### src/rtl/usb_tx_pkg.sv
// Shared types, default parameters and width helper for the USB TX timing blocks.
package usb_tx_pkg;

    typedef enum logic {TXT_IDLE, TXT_ACTIVE} txt_state_t;

    localparam int TX_CLKS_PER_BIT  = 8;
    localparam int TX_BITS_PER_BYTE = 8;
    localparam int TX_MAX_BYTES     = 32;

    // Counter width for a modulus of n, never narrower than one bit.
    function automatic int cnt_w(input int n);
        return (n > 1) ? $clog2(n) : 1;
    endfunction

endpackage

### src/rtl/usb_tx_frame_timer_sr_counter.sv
// Wrapping up-counter with synchronous active-high reset, clear and enable.
module sr_counter #(
    parameter int WIDTH = 4,
    parameter int MAX   = 15
) (
    input  logic             clk,
    input  logic             rst,
    input  logic             clear,
    input  logic             en,
    output logic [WIDTH-1:0] count,
    output logic             at_max
);

    assign at_max = (count == WIDTH'(MAX));

    // Count up on enable and wrap after MAX; reset and clear take priority.
    always_ff @(posedge clk) begin
        // NOTE: registers take non-blocking assignments so every flop samples pre-edge values.
        if (rst || clear) begin
            count <= '0;
        end else if (en) begin
            count <= at_max ? '0 : count + WIDTH'(1);
        end
    end

endmodule

### src/rtl/usb_tx_frame_timer.sv
// Transmit bit/byte/frame strobe generator with stuffing, hold and abort.
module usb_tx_frame_timer
    import usb_tx_pkg::*;
#(
    parameter int CLKS_PER_BIT  = TX_CLKS_PER_BIT,
    parameter int BITS_PER_BYTE = TX_BITS_PER_BYTE,
    parameter int MAX_BYTES     = TX_MAX_BYTES
) (
    input  logic                               clk,
    input  logic                               n_rst,
    input  logic                               start,
    input  logic [$clog2(MAX_BYTES+1)-1:0]     num_bytes,
    input  logic                               hold,
    input  logic                               stuff_req,
    input  logic                               abort,
    output logic                               busy,
    output logic                               bit_tick,
    output logic                               stuff_tick,
    output logic                               byte_done,
    output logic                               frame_done,
    output logic [cnt_w(BITS_PER_BYTE)-1:0]    bit_idx,
    output logic [$clog2(MAX_BYTES+1)-1:0]     byte_idx
);

    localparam int CW = cnt_w(CLKS_PER_BIT);
    localparam int BW = cnt_w(BITS_PER_BYTE);
    localparam int LW = $clog2(MAX_BYTES + 1);

    txt_state_t     state;
    logic [LW-1:0]  len;
    logic           active;

    logic [CW-1:0]  clk_cnt;
    logic           clk_at_max;
    logic [BW-1:0]  bit_cnt;
    logic           bit_at_max;
    logic [LW-1:0]  byte_cnt;
    logic           byte_at_max;

    logic           tick;
    logic           counted;
    logic           byte_end;
    logic           frame_end;
    logic           cnt_clear;

    assign active  = (state == TXT_ACTIVE);
    assign tick    = active & ~hold & clk_at_max;
    assign counted = tick & ~stuff_req;
    assign byte_end = counted & bit_at_max;
    // byte_cnt never exceeds len-1, so reaching MAX_BYTES-1 implies the last byte;
    // the extra term only bounds the count if len were ever out of range.
    assign frame_end = byte_end & ((byte_cnt == len - LW'(1)) | byte_at_max);
    // Counters sit at zero in IDLE and are cleared on the edge that leaves ACTIVE.
    assign cnt_clear = ~active | abort | frame_end;

    sr_counter #(.WIDTH(CW), .MAX(CLKS_PER_BIT - 1)) u_clk_cnt (
        .clk    (clk),
        .rst    (n_rst),
        .clear  (cnt_clear),
        .en     (active & ~hold),
        .count  (clk_cnt),
        .at_max (clk_at_max)
    );

    sr_counter #(.WIDTH(BW), .MAX(BITS_PER_BYTE - 1)) u_bit_cnt (
        .clk    (clk),
        .rst    (n_rst),
        .clear  (cnt_clear),
        .en     (counted),
        .count  (bit_cnt),
        .at_max (bit_at_max)
    );

    sr_counter #(.WIDTH(LW), .MAX(MAX_BYTES - 1)) u_byte_cnt (
        .clk    (clk),
        .rst    (n_rst),
        .clear  (cnt_clear),
        .en     (byte_end),
        .count  (byte_cnt),
        .at_max (byte_at_max)
    );

    // Frame sequencing: accept a non-empty start in IDLE, leave on abort or last byte.
    always_ff @(posedge clk) begin
        if (n_rst) begin
            state <= TXT_IDLE;
            len   <= '0;
        end else begin
            case (state)
                TXT_IDLE: begin
                    if (start && !abort && num_bytes != '0) begin
                        state <= TXT_ACTIVE;
                        len   <= (num_bytes > LW'(MAX_BYTES)) ? LW'(MAX_BYTES) : num_bytes;
                    end
                end
                TXT_ACTIVE: begin
                    if (abort || frame_end) begin
                        state <= TXT_IDLE;
                        len   <= '0;
                    end
                end
                default: state <= TXT_IDLE;
            endcase
        end
    end

    // All outputs are forced low during the reset cycle, even mid-frame.
    assign busy       = active & ~n_rst;
    assign bit_tick   = tick & ~n_rst;
    assign stuff_tick = tick & stuff_req & ~n_rst;
    assign byte_done  = byte_end & ~n_rst;
    assign frame_done = frame_end & ~n_rst;
    assign bit_idx    = n_rst ? '0 : bit_cnt;
    assign byte_idx   = n_rst ? '0 : byte_cnt;

endmodule
### config.mk
export PLATFORM = sky130hd
export DESIGN_NAME = usb_tx_frame_timer
export DESIGN_NICKNAME = d
export VERILOG_FILES = /design/src/rtl/usb_tx_pkg.sv /design/src/rtl/usb_tx_frame_timer_sr_counter.sv /design/src/rtl/usb_tx_frame_timer.sv
export SDC_FILE = /design/constraint.sdc
export NUM_CORES = 1
export LEC_CHECK = 0
export ABC_AREA = 1
export ABC_CLOCK_PERIOD_IN_PS = 2400
export CORE_ASPECT_RATIO = 1.2
export CORE_UTILIZATION = 50
export DETAILED_ROUTE_END_ITERATION = 7
export DONT_BUFFER_PORTS = 1
export GPL_TIMING_DRIVEN = 0
export HOLD_SLACK_MARGIN = 0.03
export PLACE_DENSITY_LB_ADDON = 0.12
export SKIP_CTS_REPAIR_TIMING = 1
export SYNTH_ARGS = -nofsm -noshare
export SYNTH_HDL_FRONTEND = slang
export SYNTH_SLANG_ARGS = --single-unit
### constraint.sdc
create_clock -name clk -period 2.4 [get_ports clk]
set_clock_uncertainty 0.2 [all_clocks]
set_input_delay 0.48 -clock clk [delete_from_list [all_inputs] [get_ports clk]]
set_output_delay 0.48 -clock clk [all_outputs]
set_load 0.02 [all_outputs]
==> results.py <==
metrics = {
    "final_layout": {
        "final_cells": 215,
        "area_growth_pct": 16.3,
        "final_common_cell": "nand2_1",
        "final_layout_size_suffix_gt1_frac": 0.217,
        "final_cell_mix": "nand2_1, inv_1, nor2_1",
        "utilization": 0.612,
        "n_fill_cell": 220,
        "nNetsFinal": 203,
        "diodes": 0,
    },
    "synthesis": {
        "synthesis.instances": 175,
        "synth.largest_area_cell": "dfxtp_1",
        "syn-mean-instance-area_sq_um": 6.86,
        "synth.net_count": 193,
        "total_standard_cell_area_after_synthesis_sq_um": 1200,
        "synth_seq_area_share": 0.317,
        "netlist-cell-type-count": 27,
        "yosysTopAreaCellShare": 0.317,
        "ys_top_cells_by_area": "dfxtp_1, nand2_1, inv_1",
        "synth-seq-cells": 19,
        "yosysWarningCount": 0,
    },
    "timing": {
        "timing.final.max_slew_violations": 0,
        "timing.final.crit_period_ns": 2.45,
        "max_clock_freq_ghz": 0.408,
        "final_hold_viol_count": 0,
        "finalSetupViolCount": 1,
        "slew_headroom": 0.582,
        "timing.final.ws_setup_ns": -0.0526,
        "worst-slew-pin-transition_ns": 0.622,
        "hold_slack_ns": 0.114,
        "period_utilization": 1.02,
        "unrepaired_setup_endpoints_after_global_routing": "yes",
    },
    "worst_setup_path": {
        "critical_path.max_fanout": 6,
        "crit_path_start_kind": "flop",
        "slowest_delay_ns": 0.37,
        "end_kind": "output port",
        "worstSetupPathType": "flop to output port",
        "req_time_crit_path_ns": 1.72,
        "r2r-start": "u_bit_cnt.count[0]",
        "reg2reg_setup_slack_ns": 0.34,
        "cp_data_arrival_time_ns": 1.77,
        "timing.reg2reg.worst_path_depth": 9,
        "cell_with_the_most_instances_on_the_worst_path": "ha_4",
        "crit_family": "simple AND/OR/NAND/NOR gates",
        "worstPathCellList": "ha_4 -> ha_4 -> nand3_4 -> nor2_4 -> nand2_2 -> nor2_2 -> nand3_2 -> a21oi_4",
        "regToRegEndpoint": "active",
        "critical_path_buf_inv_count": 0,
        "crit_path_top_delay_cell": "dfxtp_2",
    },
    "routing": {
        "via_per_inst": 5.20,
        "drt-initial-drc-count": 25,
        "postRouteAntennaNets": 0,
        "detail_route.wl_per_cell_microns": 11.3,
        "detailedRoute.firstPassIterationCount": 6,
        "detailed_route_wl_microns": 2430,
        "drt_drc_violations_left": 2,
        "vias": 1118,
    },
    "power": {
        "internal-power_w": 0.000402,
        "p_switching_w": 0.000141,
        "power.density_cell_area_nw_per_um2": 388,
        "power.switching_fraction": 0.259,
        "p_seq_frac": 0.596,
        "power.share.combinational": 0.109,
        "irDropWorstVdd_mv": 0.298,
        "power.share.clock": 0.295,
        "power.static_leakage_nw": 0.569,
    },
    "place": {
        "place_inst": 206,
        "routabilityCongestion": 0.752,
        "dp.final_hpwl_microns": 1860,
        "place.port_buffers": 0,
        "pre_cts_slack_ns": -0.0873,
    },
    "hold_path": {
        "timing.hold.worst_endpoint": "len[1]",
        "worst_hold_startpoint": "num_bytes[1]",
        "whs_path_depth": 2,
        "hold_path_class": "input pin to flop",
    },
    "grt": {
        "first_global_vias": 987,
        "grt_antenna_before_repair": 0,
        "globalRoute.busiestLayer": "met2",
        "grt_util_met1": 0.232,
        "grt_pass1_wl_microns": 3950,
        "pin_count_of_the_biggest_net_entering_global_routing": 12,
        "gr-usage-met2": 0.353,
        "met3_demand_to_capacity_share_in_global_routing": 0.0357,
        "grt.total_usage": 0.204,
        "grt_overflow_total": 0,
    },
    "run_status": {
        "outcome": "finished with violations",
        "violations": "DRC, setup timing",
    },
    "clock_network": {
        "clock_sinks": 19,
        "max-clock-path-buffers": 2,
        "numCtsBuffers": 3,
        "clk_transition_reported_paths_ns": 0.11,
        "tritoncts": "built",
        "clock-root-buffer": "clkbuf_4",
        "clock_tree.htree_level_count": 1,
        "clkLatencyLatePin_ns": 0.30,
    },
    "die": {
        "coreArea_sq_um": 2280,
        "floorplan.initialDensity": 0.526,
        "core.rowCount": 19,
        "die_h_microns": 55.7,
        "chipWidth_microns": 46.7,
        "top_level_ports": 26,
        "fp.dieArea_sq_um": 2600,
    },
    "flow_run": {
        "max-cap-violations": 0,
    },
}
metal layers:
layer / routed length (microns) / vias up
met4: 42 / 0
met2: 1260 / 19
met1: 1030 / 506
met3: 88 / 5
met5: 0 / -
li1: - / 588
kinds of logic after synthesis:
group | Yosys count | synth area share
AO/OA/AOI/OAI | 19 | 0.0865
XOR/XNOR | 5 | 0.0365
adder cells (fa/ha/maj) | 6 | 0.0625
buffers and inverters | 30 | 0.100
flip-flops | 19 | 0.317
AND/OR/NAND/NOR | 96 | 0.398
metrics by stage:
step | TNS (ns) | area [sq um] | power [W]
global route | -0.149 | 1400 | 0.000569
global placement | -0.0980 | 1240 | 0.000383
detailed placement | -0.0873 | 1240 | 0.000384
finish | -0.0526 | 1400 | 0.000542
floorplan | 0 | 1200 | 0.000374
CTS | -0.725 | 1270 | 0.000544
cell usage after synthesis (all sizes together):
| cell | number |
|---|---|
| xor2 | 5 |
| inv | 27 |
| o21ai | 2 |
| a21oi | 15 |
| dfxtp | 19 |
| ha | 6 |
| nor3b | 2 |
| o211ai | 1 |
| nor2 | 21 |
| a211oi | 1 |
| clkbuf | 2 |
| nor4 | 2 |
| nand2 | 46 |
| nor3 | 5 |
| nand3 | 16 |
| buf | 1 |
| nand4 | 4 |
state kept, by name, indices dropped and copies added, names as in the netlist:
register / flops
len: 6
u_clk_cnt.count: 3
u_bit_cnt.count: 3
active: 1
u_byte_cnt.count: 6
power by group through the flow:
stage               sequential [W]  combinational [W]  clock [W]
finish                    0.000323          0.0000591   0.000160
global route              0.000324          0.0000681   0.000177
CTS                       0.000323          0.0000537   0.000167
detailed placement        0.000331          0.0000536          0
global placement          0.000330          0.0000521          0
floorplan                 0.000329          0.0000451          0
worst reg2reg max path, stage by stage (launching register included):
cell	delay, ns
dfxtp_2	0.35
ha_1	0.16
ha_2	0.20
nand4_4	0.16
nor3_4	0.24
nand3_2	0.13
buf_4	0.17
nand4_2	0.13
buf_6	0.16
o21ai_2	0.06
final cells by class:
type,instances,area [sq um],share of cell area
inverters,27,106,0.0762
flip-flops and latches,19,390,0.280
clock inverters,1,5.00,0.00358
clock buffers,3,22.5,0.0161
repair buffers,5,37.5,0.0269
multi-input cells,126,777,0.556
plain buffers,3,18.8,0.0134
well taps,31,38.8,0.0278
worst max-delay path by stage:
stage                       startpoint  slack (ns)         end  cells past startpoint
floorplan           u_clk_cnt.count[0]         0.1  frame_done                      8
global placement    u_clk_cnt.count[0]        -0.1  frame_done                      8
detailed placement  u_clk_cnt.count[0]       -0.09  frame_done                      8
CTS                 u_clk_cnt.count[0]       -0.44  frame_done                      8
global route        u_clk_cnt.count[1]       -0.15  frame_done                      8
finish              u_clk_cnt.count[0]       -0.05  frame_done                      8
(Power assumes the default switching activity.)
